===== config.mk =====
export PLATFORM = sky130hd
export DESIGN_NAME = memory_arbiter
export DESIGN_NICKNAME = d
export VERILOG_FILES = /design/src/rtl/riscv_pkg.sv /design/src/rtl/bus_timer.sv /design/src/rtl/memory_arbiter.sv
export SDC_FILE = /design/constraint.sdc
export NUM_CORES = 1
export LEC_CHECK = 0
export BUFFER_PORTS_ARGS = -buffer_cell sky130_fd_sc_hd__buf_2
export CORE_AREA = 8 8 103 152
export CTS_CLUSTER_DIAMETER = 100
export DETAILED_ROUTE_END_ITERATION = 6
export DIE_AREA = 0 0 111 160
export PLACE_DENSITY = 0.93
export RECOVER_POWER = 25
export SETUP_SLACK_MARGIN = 0.4
export SLEW_MARGIN = 20
export SYNTH_ARGS = -nofsm -noshare
export SYNTH_HDL_FRONTEND = slang
export SYNTH_HIERARCHICAL = 1
export SYNTH_SLANG_ARGS = --single-unit

===== constraint.sdc =====
create_clock -name clk -period 4.35 [get_ports clk]
set_input_delay 0.87 -clock clk [delete_from_list [all_inputs] [get_ports clk]]
set_output_delay 0.87 -clock clk [all_outputs]
set_load 0.03 [all_outputs]

===== src/rtl/riscv_pkg.sv =====
// Shared types and constants for the instruction/data memory arbiter.
// Holds the FSM state encoding, grant encoding and byte-enable constant.
package riscv_pkg;

   typedef enum logic [1:0] {
      IDLE   = 2'd0,
      BUSY_I = 2'd1,
      BUSY_D = 2'd2,
      RESP   = 2'd3
   } arb_state_t;

   typedef enum logic {
      GNT_I = 1'b0,
      GNT_D = 1'b1
   } gnt_t;

   localparam int BE_MAX_W = 64;
   localparam logic [BE_MAX_W-1:0] BE_ALL_ONES = {BE_MAX_W{1'b1}};

   // Counter width able to hold 0..max_val, never narrower than one bit.
   function automatic int cnt_width(input int max_val);
      return (max_val < 2) ? 1 : $clog2(max_val + 1);
   endfunction

endpackage


===== src/rtl/bus_timer.sv =====
// Loadable cycle counter with clear/enable and a terminal-count flag.
// A TIMEOUT of zero disables the terminal count entirely.
module bus_timer
   import riscv_pkg::*;
#(
   parameter int TIMEOUT = 255,
   parameter int TW      = cnt_width(TIMEOUT)
)(
   input  logic          clk,
   input  logic          rst_n,
   input  logic          clr,
   input  logic          en,
   input  logic          load,
   input  logic [TW-1:0] load_val,
   output logic          tc
);

   localparam logic [TW-1:0] TERM    = TW'(TIMEOUT);
   localparam logic          ENABLED = (TIMEOUT > 0);

   logic [TW-1:0] count_r;

   // Cycle counter: clear has priority over load, load over increment.
   always_ff @(posedge clk or negedge rst_n) begin
      if (!rst_n) begin
         count_r <= {TW{1'b0}};
      end else if (clr) begin
         count_r <= {TW{1'b0}};
      end else if (load) begin
         count_r <= load_val;
      end else if (en) begin
         count_r <= count_r + TW'(1);
      end else begin
         count_r <= count_r;
      end
   end

   assign tc = ENABLED && (count_r == TERM);

endmodule


===== src/rtl/memory_arbiter.sv =====
// Shares one single-port memory between instruction fetch and load/store.
// Data has priority, fetch is guaranteed a grant after MAX_D_STREAK data wins.
module memory_arbiter
   import riscv_pkg::*;
#(
   parameter int AWIDTH       = 32,
   parameter int DWIDTH       = 32,
   parameter int MAX_D_STREAK = 4,
   parameter int TIMEOUT      = 255
)(
   input  logic                clk,
   input  logic                rst,
   input  logic                if_req,
   input  logic [AWIDTH-1:0]   if_addr,
   output logic [DWIDTH-1:0]   if_rdata,
   output logic                if_ack,
   input  logic                d_req,
   input  logic                d_we,
   input  logic [DWIDTH/8-1:0] d_be,
   input  logic [AWIDTH-1:0]   d_addr,
   input  logic [DWIDTH-1:0]   d_wdata,
   output logic [DWIDTH-1:0]   d_rdata,
   output logic                d_ack,
   output logic                mem_req,
   output logic                mem_we,
   output logic [DWIDTH/8-1:0] mem_be,
   output logic [AWIDTH-1:0]   mem_addr,
   output logic [DWIDTH-1:0]   mem_wdata,
   input  logic [DWIDTH-1:0]   mem_rdata,
   input  logic                mem_ready,
   output logic                stall,
   output logic                bus_err
);

   localparam int BW    = DWIDTH / 8;
   localparam int SW    = cnt_width(MAX_D_STREAK);
   localparam int TMR_W = cnt_width(TIMEOUT);
   localparam logic [SW-1:0] STREAK_MAX = SW'(MAX_D_STREAK);
   localparam logic [BW-1:0] BE_ONES    = BE_ALL_ONES[BW-1:0];

   arb_state_t        state_r, state_s;
   gnt_t              gnt_r, gnt_s;
   logic [SW-1:0]     streak_r, streak_s;
   logic              start_s, finish_s, abort_s, tc_s, tmr_en_s;
   logic [DWIDTH-1:0] resp_data_s;

   logic                if_ack_r, d_ack_r, mem_req_r, mem_we_r, bus_err_r;
   logic [DWIDTH-1:0]   if_rdata_r, d_rdata_r, mem_wdata_r;
   logic [AWIDTH-1:0]   mem_addr_r;
   logic [BW-1:0]       mem_be_r;

   // FSM state, current grant and data-streak registers.
   always_ff @(posedge clk or negedge rst) begin
      if (!rst) begin
         state_r  <= IDLE;
         gnt_r    <= GNT_I;
         streak_r <= {SW{1'b0}};
      end else begin
         state_r  <= state_s;
         gnt_r    <= gnt_s;
         streak_r <= streak_s;
      end
   end

   // Next-state, grant selection and streak update.
   always_comb begin
      state_s  = state_r;
      gnt_s    = gnt_r;
      streak_s = streak_r;
      start_s  = 1'b0;
      finish_s = 1'b0;
      abort_s  = 1'b0;
      case (state_r)
         IDLE: begin
            // Data wins unless fetch has already lost MAX_D_STREAK times in a row.
            if (d_req && (!if_req || (streak_r != STREAK_MAX))) begin
               gnt_s   = GNT_D;
               state_s = BUSY_D;
               start_s = 1'b1;
               if (if_req) begin
                  streak_s = streak_r + SW'(1);
               end else begin
                  streak_s = {SW{1'b0}};
               end
            end else if (if_req) begin
               gnt_s    = GNT_I;
               state_s  = BUSY_I;
               start_s  = 1'b1;
               streak_s = {SW{1'b0}};
            end else begin
               state_s = IDLE;
            end
         end
         BUSY_I, BUSY_D: begin
            if (mem_ready) begin
               finish_s = 1'b1;
               state_s  = RESP;
            end else if (tc_s) begin
               abort_s = 1'b1;
               state_s = RESP;
            end else begin
               state_s = state_r;
            end
         end
         RESP: begin
            state_s = IDLE;
         end
         default: begin
            state_s = IDLE;
         end
      endcase
   end

   assign tmr_en_s    = (state_r == BUSY_I) || (state_r == BUSY_D);
   assign resp_data_s = (abort_s || mem_we_r) ? {DWIDTH{1'b0}} : mem_rdata;

   bus_timer #(
      .TIMEOUT (TIMEOUT),
      .TW      (TMR_W)
   ) u_timer (
      .clk      (clk),
      .rst_n    (rst),
      .clr      (start_s),
      .en       (tmr_en_s),
      .load     (1'b0),
      .load_val ({TMR_W{1'b0}}),
      .tc       (tc_s)
   );

   // Memory payload, response data, ack pulses and sticky timeout flag.
   always_ff @(posedge clk or negedge rst) begin
      if (!rst) begin
         mem_req_r   <= 1'b0;
         mem_we_r    <= 1'b0;
         mem_be_r    <= {BW{1'b0}};
         mem_addr_r  <= {AWIDTH{1'b0}};
         mem_wdata_r <= {DWIDTH{1'b0}};
         if_rdata_r  <= {DWIDTH{1'b0}};
         d_rdata_r   <= {DWIDTH{1'b0}};
         if_ack_r    <= 1'b0;
         d_ack_r     <= 1'b0;
         bus_err_r   <= 1'b0;
      end else begin
         if_ack_r  <= 1'b0;
         d_ack_r   <= 1'b0;
         bus_err_r <= bus_err_r | abort_s;
         if (start_s) begin
            mem_req_r <= 1'b1;
            if (gnt_s == GNT_D) begin
               mem_addr_r  <= d_addr;
               mem_we_r    <= d_we;
               mem_be_r    <= d_be;
               mem_wdata_r <= d_wdata;
            end else begin
               mem_addr_r <= if_addr;
               mem_we_r   <= 1'b0;
               mem_be_r   <= BE_ONES;
            end
         end else if (finish_s || abort_s) begin
            mem_req_r <= 1'b0;
            if (gnt_r == GNT_D) begin
               d_rdata_r <= resp_data_s;
               d_ack_r   <= 1'b1;
            end else begin
               if_rdata_r <= resp_data_s;
               if_ack_r   <= 1'b1;
            end
         end else begin
            mem_req_r <= mem_req_r;
         end
      end
   end

   assign if_rdata  = if_rdata_r;
   assign if_ack    = if_ack_r;
   assign d_rdata   = d_rdata_r;
   assign d_ack     = d_ack_r;
   assign mem_req   = mem_req_r;
   assign mem_we    = mem_we_r;
   assign mem_be    = mem_be_r;
   assign mem_addr  = mem_addr_r;
   assign mem_wdata = mem_wdata_r;
   assign bus_err   = bus_err_r;
   assign stall     = (if_req & ~if_ack_r) | (d_req & ~d_ack_r);

endmodule


# After elaboration in Yosys (flattened, before gate mapping)
# Index checks and enable logic that the tools add are counted.
dict set report totals {
  ff_bits 151
  latchBits 0
  mem_bits_rw 0
  rom_bits 0
  inputBits 138
  out_inout_bits 138
  word_cells 78
  n_memories 0
}
dict set report classes {
  n_addsub 2
  n_mul 0
  n_div 0
  order_cmp 0
  n_eq_ne 6
  shift 0
  mux 33
  bitwise 8
  n_reduce_logical 15
}
# op n
set ops {}
lappend ops {{32-bit two-way mux} 2}
lappend ops {{1-bit two-way mux} 21}
lappend ops {{8-bit two-way mux} 2}
lappend ops {{3-bit two-way mux} 3}
lappend ops {{8-bit by 1-bit adder with 8-bit output (second input constant)} 1}
lappend ops {{8-bit equality test (second input constant)} 1}
lappend ops {{2-bit two-way mux} 3}
lappend ops {{3-bit != test (second input constant)} 2}
lappend ops {{2-bit one-hot mux with 3 select lines} 1}
lappend ops {{3-bit AND reduction} 2}
lappend ops {{2-bit nonzero test} 3}
lappend ops {{2-bit equality test (second input constant)} 2}
lappend ops {{1-bit logical OR} 4}
lappend ops {{4-bit two-way mux} 1}
lappend ops {{1-bit inverter} 4}
lappend ops {{2-bit AND reduction} 2}
lappend ops {{3-bit by 1-bit adder with 3-bit output (second input constant)} 1}
lappend ops {{1-bit AND} 2}
lappend ops {{2-bit by 1-bit equality test with 1-bit output (second input constant)} 1}
lappend ops {{2-bit zero test} 1}
lappend ops {{1-bit OR} 2}
lappend ops {{2-bit OR reduction} 1}
lappend ops {{1-bit logical AND} 1}
lappend ops {{1-bit zero test} 1}

# Depth between registers and ports, before layout
# Gate-level depths: netlist of run 1.
dict set report logic_depth {
  word_depth 7
  ltp_mapped 8
  ltp_nobuf 6
}

# By module
# Netlist of run 1, hierarchy kept.
# mod instances cells_each area_each_um2 seq_area_each_um2
set modules_own_cells {}
lappend modules_own_cells {memory_arbiter 1 529 6542.5 3578.4}
lappend modules_own_cells {bus_timer 1 50 452.9 200.2}

# Worst setup path after synthesis of run 1
# No wires, ideal clock.
dict set report synth_path {
  path_kind {input to output}
  startpoint {in d_req}
  endpoint {out stall}
  arrival_time_ns 1.880
  t_required_ns 3.480
  setup_slack_ns 1.600
  stages 4
  path_buffers 2
  cell_sequence {clkbuf_1 > buf_2 > inv_1 > o22ai_1}
}
dict set report synth_between {
  elab_chain_cells 2
}
# item line
set synth_lines {}
lappend synth_lines {{from (decl)} memory_arbiter.sv:17} ;# input logic d_req,
lappend synth_lines {{1-bit AND} memory_arbiter.sv:184} ;# assign stall = (if_req & ~if_ack_r) | (d_req & ~d_ack_r);
lappend synth_lines {{1-bit OR} memory_arbiter.sv:184}
lappend synth_lines {{to (decl)} memory_arbiter.sv:31} ;# output logic stall,
# Every way passes these cells.

# Worst setup path after layout of run 1
dict set report layout_path {
  startpoint {in if_req}
  endpoint {out stall}
}
dict set report layout_between {
  elab_chain_cells 2
}
# item line
set layout_lines {}
lappend layout_lines {{from (decl)} memory_arbiter.sv:13} ;# input logic if_req,
lappend layout_lines {{1-bit AND} memory_arbiter.sv:184}
lappend layout_lines {{1-bit OR} memory_arbiter.sv:184}
# Every way passes these cells.

==> results of run 1 <==
[cell usage after synthesis (3+ instances only)]
cell type	instances	share of area (%)
nor2_1	7	0.38
o21ai_0	5	0.36
o211a_1	32	4.6
buf_6	6	0.97
buf_1	3	0.16
nand2_1	75	4.0
a21oi_1	3	0.21
nand3_1	5	0.36
nor3b_1	32	3.4
ha_1	5	0.89
xor2_1	3	0.38
buf_2	10	0.72
mux2_2	90	14
o211ai_1	64	6.9
or3_1	3	0.27
o22a_1	4	0.50
clkbuf_1	30	1.6
mux2_1	7	1.1
inv_1	7	0.38
a21o_1	3	0.32
a311oi_1	3	0.38
dfrtp_1	151	54
a31oi_1	3	0.27
[layout make-up]
cell class / instances / area share (%)
Tap cell: 162 / 2.239
Timing Repair Buffer: 289 / 16.34
Sequential cell: 151 / 41.74
Clock inverter: 15 / 1.742
Clock buffer: 17 / 4.699
Multi-Input combinational cell: 380 / 32.91
Inverter: 8 / 0.3317
[cells by family (layout without fill, tap and decap cells)]
family | after synthesis | count (layout) | share of synthesized area (%)
flip-flops | 151 | 151 | 54.02
AND/OR/NAND/NOR | 133 | 133 | 9.873
AO/OA/AOI/OAI | 131 | 131 | 15.19
multiplexers | 97 | 97 | 15.61
buffers and inverters | 58 | 329 | 3.989
adder cells (fa/ha/maj) | 5 | 5 | 0.8943
XOR/XNOR | 3 | 3 | 0.3757
other | 1 | 11 | 0.05361
[power groups by stage]
stage	registers, W	clock network, W	logic, W
6_report	0.00244	0.00143	0.00388
5_1_grt	0.00252	0.00152	0.00414
4_1_cts	0.00244	0.00146	0.00392
3_5_place_dp	0.00245	0	0.00390
3_3_place_gp	0.00241	0	0.00379
2_1_floorplan	0.00361	0	0.00157
[per-stage QoR]
step           cells  setup WS, ns  power [W]  area [um^2]  util (%)
2_1_floorplan    589         1.600   0.005179         7033         -
3_5_place_dp     990         1.108   0.006358         8478     63.56
5_1_grt         1022        0.8653   0.008182         9052     67.87
6_report        1022         1.376   0.007755         9052     67.87
3_3_place_gp     990         1.139   0.006207         8478     63.56
4_1_cts         1022         1.400   0.007818         9061     67.94
[layer usage]
layer  vias to the layer above  GRT usage [%]  wire length [um]
li1                       2648              -                 -
met1                      2818          23.92              7220
met2                       287          39.48             10800
met3                        76          7.199              1570
met4                         0          12.83               920
met5                         -              0                 0
[worst max-delay path: stages]
cell     delay (ns)
buf_2          0.56
inv_1          0.19
o22ai_1        0.22
buf_2          0.23
[how the worst max path moves through the flow]
| stage | start | endpoint | slack (ns) |
|---|---|---|---|
| CTS | if_req | stall | 1.40 |
| global placement | d_req | d_rdata[14]$_DFFE_PN0P_ | 1.14 |
| floorplan | d_req | stall | 1.60 |
| global route | rst | d_rdata[7]$_DFFE_PN0P_ | 0.87 |
| detailed placement | if_req | d_rdata[19]$_DFFE_PN0P_ | 1.11 |
| finish | if_req | stall | 1.38 |
[registers in the layout, indices dropped and copies added (netlist names), named ones only]
name,cells
if_ack,1
mem_req,1
mem_we,1
u_timer/count_r,8
state_r,2
streak_r,3
d_ack,1
mem_addr,32
bus_err,1
if_rdata,32
mem_wdata,32
d_rdata,32
mem_be,4
==> flow_metrics.env, run 1 <==
export IMPL_outcome="finished with violations"
export IMPL_violations="capacitance limit, slew limit"
export IMPL_min_to="bus_err$_DFF_PN0_"
export IMPL_power_leakage_nw=4.592
export IMPL_path_max_fanout=38
export IMPL_cp_arrival_ns=2.10
export IMPL_layout_common_cells="274 x buf_2, 151 x dfrtp_1, 90 x mux2_2"
export IMPL_grtUsageTotal_pct=22.83
export IMPL_gp_congestion=0.8784
export IMPL_boundaryPins=276
export IMPL_routed_wl_um=20510
export IMPL_path_class="primary input to output pin"
export IMPL_post_cts_resized=0
export IMPL_hpwl_um=14910
export IMPL_coreArea_mm2=0.01334
export IMPL_pwr_share_seq_pct=31.5
export IMPL_netlist_area_mm2=0.006995
export IMPL_synth_ff_type="dfrtp_1"
export IMPL_combPwrFrac_pct=50.1
export IMPL_drv_cap=1
export IMPL_synth_seq_cells=151
export IMPL_drtPass1Iterations=7
export IMPL_min_path_cells=1
export IMPL_die_h_um=160
export IMPL_p_int_w=0.004163
export IMPL_vias=5829
export IMPL_worst_pin_slew_ns=2.339
export IMPL_reg2reg_slack_ns=1.60
export IMPL_rsz0062_at_grt="false"
export IMPL_hold_viol_final=0
export IMPL_fill_cells=984
export IMPL_row_count=52
export IMPL_chipWidth_um=111
export IMPL_syn_area_per_cell_um2=12.08
export IMPL_first_iter_violations=382
export IMPL_postCtsSetupRepairBufs=0
export IMPL_diodes=0
export IMPL_reg2regPathDepth=9
export IMPL_fmax_mhz=336.2
export IMPL_grt_max_degree=94
export IMPL_p_sw_w=0.003592
export IMPL_synth_edf_count=0
export IMPL_register_area_mm2=0.003779
export IMPL_relSlewSlack_pct=-55.90
export IMPL_layout_worst_path_cycle_share_pct=68.38
export IMPL_clock_skew_ns=0.01426
export IMPL_report_final_slew_viol_count=94
export IMPL_avgRoutedWirePerCell_um=20.07
export IMPL_cts_root_buf="clkbuf_16"
export IMPL_power_share_clock_pct=18.4
export IMPL_initial_core_util_pct=52.45
export IMPL_ir_worst_vdd_uv=543.5
export IMPL_swShare_pct=46.32
export IMPL_multi_input_area_mm2=0.002979
export IMPL_cts_buffers=17
export IMPL_clkSinkCount=151
export IMPL_design_die_area_mm2=0.01776
export IMPL_syn_inst=579
export IMPL_grt_antenna_before_repair=0
export IMPL_start_kind="primary input"
export IMPL_drc=0
export IMPL_setup_violations=0
export IMPL_postRouteAntennaNets=0
export IMPL_end_kind="output pin"
export IMPL_layout_drive_gt1_share_pct=48.72
export IMPL_ys_warn_count=6
export IMPL_whs_ns=0.4784
export IMPL_final_net_count=990
export IMPL_holdBufCountCts=0
export IMPL_viasPerCell=5.704
export IMPL_hold_start="bus_err$_DFF_PN0_"
export IMPL_synth_cell_type_count=45
export IMPL_grt_pass1_vias=6233
export IMPL_r2r_start="state_r[0]$_DFFE_PN0P_"
export IMPL_syn_to_final_growth_pct=29.40
export IMPL_clk_pin_slew_worst_paths_ns=0.07
export IMPL_synth_seq_area_share_pct=54.02
export IMPL_io_buffers=275
export IMPL_cts_tree="done"
export IMPL_r2r_end="d_rdata[27]$_DFFE_PN0P_"
export IMPL_setup_tns_ns=0
export IMPL_required_ns=3.48
export IMPL_clk_latency_ns=0.41
export IMPL_grt_ovfl_total=0
export IMPL_async_flop_share_pct=100.0
export IMPL_htree_levels=4
export IMPL_min_period_ns=2.974
export IMPL_clockBufferDepth=2
export IMPL_grt_first_pass_wirelength_um=32770
export IMPL_final_common_cell="buf_2"
export IMPL_p_per_area_mw_per_mm2=856.7
export IMPL_hp_class="register to register"
(Power assumes the default switching activity.)
==> run 2: changes to the inputs <==
--- a/config.mk
+++ b/config.mk
@@ -6,11 +6,11 @@
 export NUM_CORES = 1
 export LEC_CHECK = 0
 export BUFFER_PORTS_ARGS = -buffer_cell sky130_fd_sc_hd__buf_2
-export CORE_AREA = 8 8 103 152
+export CORE_AREA = 8 8 112 166
 export CTS_CLUSTER_DIAMETER = 100
 export DETAILED_ROUTE_END_ITERATION = 6
-export DIE_AREA = 0 0 111 160
-export PLACE_DENSITY = 0.93
+export DIE_AREA = 0 0 120 174
+export PLACE_DENSITY = 0.83
 export RECOVER_POWER = 25
 export SETUP_SLACK_MARGIN = 0.4
 export SLEW_MARGIN = 20
==> constraint.sdc (replaced) <==
create_clock -name clk -period 2.6 [get_ports clk]
set_input_delay 0.52 -clock clk [delete_from_list [all_inputs] [get_ports clk]]
set_output_delay 0.52 -clock clk [all_outputs]
set_load 0.03 [all_outputs]
==> flow_metrics.env, run 2 (synthesis gave the netlist of run 1 again) <==
export IMPL_viasPerCell=5.352
export IMPL_gp_congestion=0.8498
export IMPL_power_share_clock_pct=18.7
export IMPL_required_ns=2.89
export IMPL_final_area_mm2=0.009254
export IMPL_finalCoreUtilization_pct=56.67
export IMPL_combPwrFrac_pct=50.3
export IMPL_chipWidth_um=120
export IMPL_syn_to_final_growth_pct=32.28
export IMPL_grt_antenna_before_repair=1
export IMPL_pre_cts_ws_ns=0.3461
export IMPL_cp_buffers_inverters=1
export IMPL_diodes=0
export IMPL_clkSinkCount=151
export IMPL_final_common_cell="buf_2"
export IMPL_clock_skew_ns=0.01330
export IMPL_layout_common_cells="274 x buf_2, 151 x dfrtp_1, 90 x mux2_2"
export IMPL_end_kind="register"
export IMPL_hold_viol_final=0
export IMPL_drc=0
export IMPL_clk_latency_ns=0.41
export IMPL_hpwl_um=14910
export IMPL_power_leakage_nw=4.654
export IMPL_reg2regPathDepth=7
export IMPL_register_area_mm2=0.003779
export IMPL_path_class="register to register"
export IMPL_io_buffers=275
export IMPL_die_h_um=174
export IMPL_relSlewSlack_pct=8.858
export IMPL_grt_first_pass_wirelength_um=32470
export IMPL_grt_ovfl_total=0
export IMPL_fill_cells=1410
export IMPL_hp_class="primary input to register"
export IMPL_p_per_area_mw_per_mm2=1419
export IMPL_dpl_instance_area_mm2=0.008635
export IMPL_grtUsageTotal_pct=19.37
export IMPL_start_kind="register"
export IMPL_layout_worst_path_cycle_share_pct=82.27
export IMPL_p_int_w=0.007088
export IMPL_postRouteAntennaNets=0
export IMPL_postCtsSetupRepairBufs=0
export IMPL_clockBufferDepth=2
export IMPL_min_period_ns=2.139
export IMPL_report_final_slew_viol_count=0
export IMPL_grt_pass1_vias=6114
export IMPL_pwr_share_seq_pct=31.1
export IMPL_drtPass1Iterations=5
export IMPL_routed_wl_um=20590
export IMPL_final_net_count=997
export IMPL_setup_tns_ns=0
export IMPL_clk_pin_slew_worst_paths_ns=0.07
export IMPL_fmax_mhz=467.5
export IMPL_vias=5764
export IMPL_cts_root_buf="clkbuf_16"
export IMPL_ir_worst_vdd_uv=646.1
export IMPL_coreArea_mm2=0.01633
export IMPL_drv_cap=0
export IMPL_initial_core_util_pct=42.84
export IMPL_htree_levels=4
export IMPL_cp_num_cells=7
export IMPL_layout_setup_ws_ns=0.4610
export IMPL_grt_max_degree=59
export IMPL_outcome="finished, final reports clean"
export IMPL_rsz0062_at_grt="false"
export IMPL_first_iter_violations=399
export IMPL_multi_input_area_mm2=0.002994
export IMPL_holdBufCountCts=0
export IMPL_design_die_area_mm2=0.02088
export IMPL_crit_chain="ha_1 -> nand3_1 -> nor2_4 -> o21ai_2 -> nor3b_4 -> clkbuf_16 -> mux2_2"
export IMPL_dp_cells=1044
export IMPL_slowest_delay_ns=0.40
export IMPL_cp_slowest_cell="dfrtp_1"
export IMPL_swShare_pct=46.01
export IMPL_path_max_fanout=16
export IMPL_worst_pin_slew_ns=1.367
export IMPL_p_sw_w=0.006041
export IMPL_cts_buffers=17
export IMPL_min_path_cells=2
export IMPL_fin_cells=1077
export IMPL_cp_arrival_ns=2.43
export IMPL_cts_tree="done"
export IMPL_crit_family="simple AND/OR/NAND/NOR gates"
export IMPL_boundaryPins=276
export IMPL_row_count=58
export IMPL_layout_drive_gt1_share_pct=49.60
export IMPL_setup_violations=0
export IMPL_avgRoutedWirePerCell_um=19.12
## run 2: changes by cell type in the layout (fill, tap and decap cells not counted), sizes merged
cell,before,now
buf,287,292
clkbuf,19,21
clkinv,5,8
clkinvlp,2,0
inv,16,15
## run 2: routing by layer
metal | share of wire (%) | GRT usage, % | wire [um] | vias to the layer above
li1 | - | - | - | 2675
met1 | 37 | 21.35 | 7691 | 2806
met2 | 52 | 34.03 | 10790 | 246
met3 | 7.4 | 5.651 | 1530 | 35
met4 | 2.7 | 7.684 | 563 | 2
met5 | 0.063 | 0 | 13 | -
## run 2: what timing repair did
action / 4_1_cts / 5_1_grt
gates resized for setup: 1 / 4
pin swaps: 0 / 1
endpoints found under the setup margin: 64 / 112
cloned: 0 / 1
## run 2: worst paths after layout
path	from	end	slack, ns
max reg2reg	u_timer/count_r[0]$_DFFE_PN0P_	d_rdata[25]$_DFFE_PN0P_	0.46
max	u_timer/count_r[0]$_DFFE_PN0P_	d_rdata[25]$_DFFE_PN0P_	0.46
max in group asynchronous	rst	if_rdata[11]$_DFFE_PN0P_	0.65
min in group asynchronous	rst	mem_wdata[25]$_DFFE_PN0P_	0.41
min reg2reg	bus_err$_DFF_PN0_	bus_err$_DFF_PN0_	0.47
min	d_be[1]	mem_be[1]$_DFFE_PN0P_	0.33
## run 2: stage by stage
stage | total power, W | hold WS, ns
finish | 0.01313 | 0.3274
global placement | 0.01054 | 0.4482
floorplan | 0.008664 | 0.2244
global route | 0.01389 | 0.3125
detailed placement | 0.01074 | 0.4498
CTS | 0.01323 | 0.06666
## run 2: power groups by stage
| stage | Clock [W] | Sequential [W] | Combinational, W |
|---|---|---|---|
| 6_report | 0.00245 | 0.00408 | 0.00660 |
| 5_1_grt | 0.00263 | 0.00420 | 0.00706 |
| 4_1_cts | 0.00252 | 0.00409 | 0.00662 |
| 3_5_place_dp | 0 | 0.00412 | 0.00662 |
| 3_3_place_gp | 0 | 0.00408 | 0.00646 |
| 2_1_floorplan | 0 | 0.00604 | 0.00262 |
## run 2: layout make-up
cell class | instances | share of cell area, %
Sequential cell | 151 | 40.83
Multi-Input combinational cell | 380 | 32.36
Timing Repair Buffer | 296 | 17.14
Clock buffer | 17 | 4.597
Tap cell | 210 | 2.839
Clock inverter | 15 | 1.906
Inverter | 8 | 0.3245
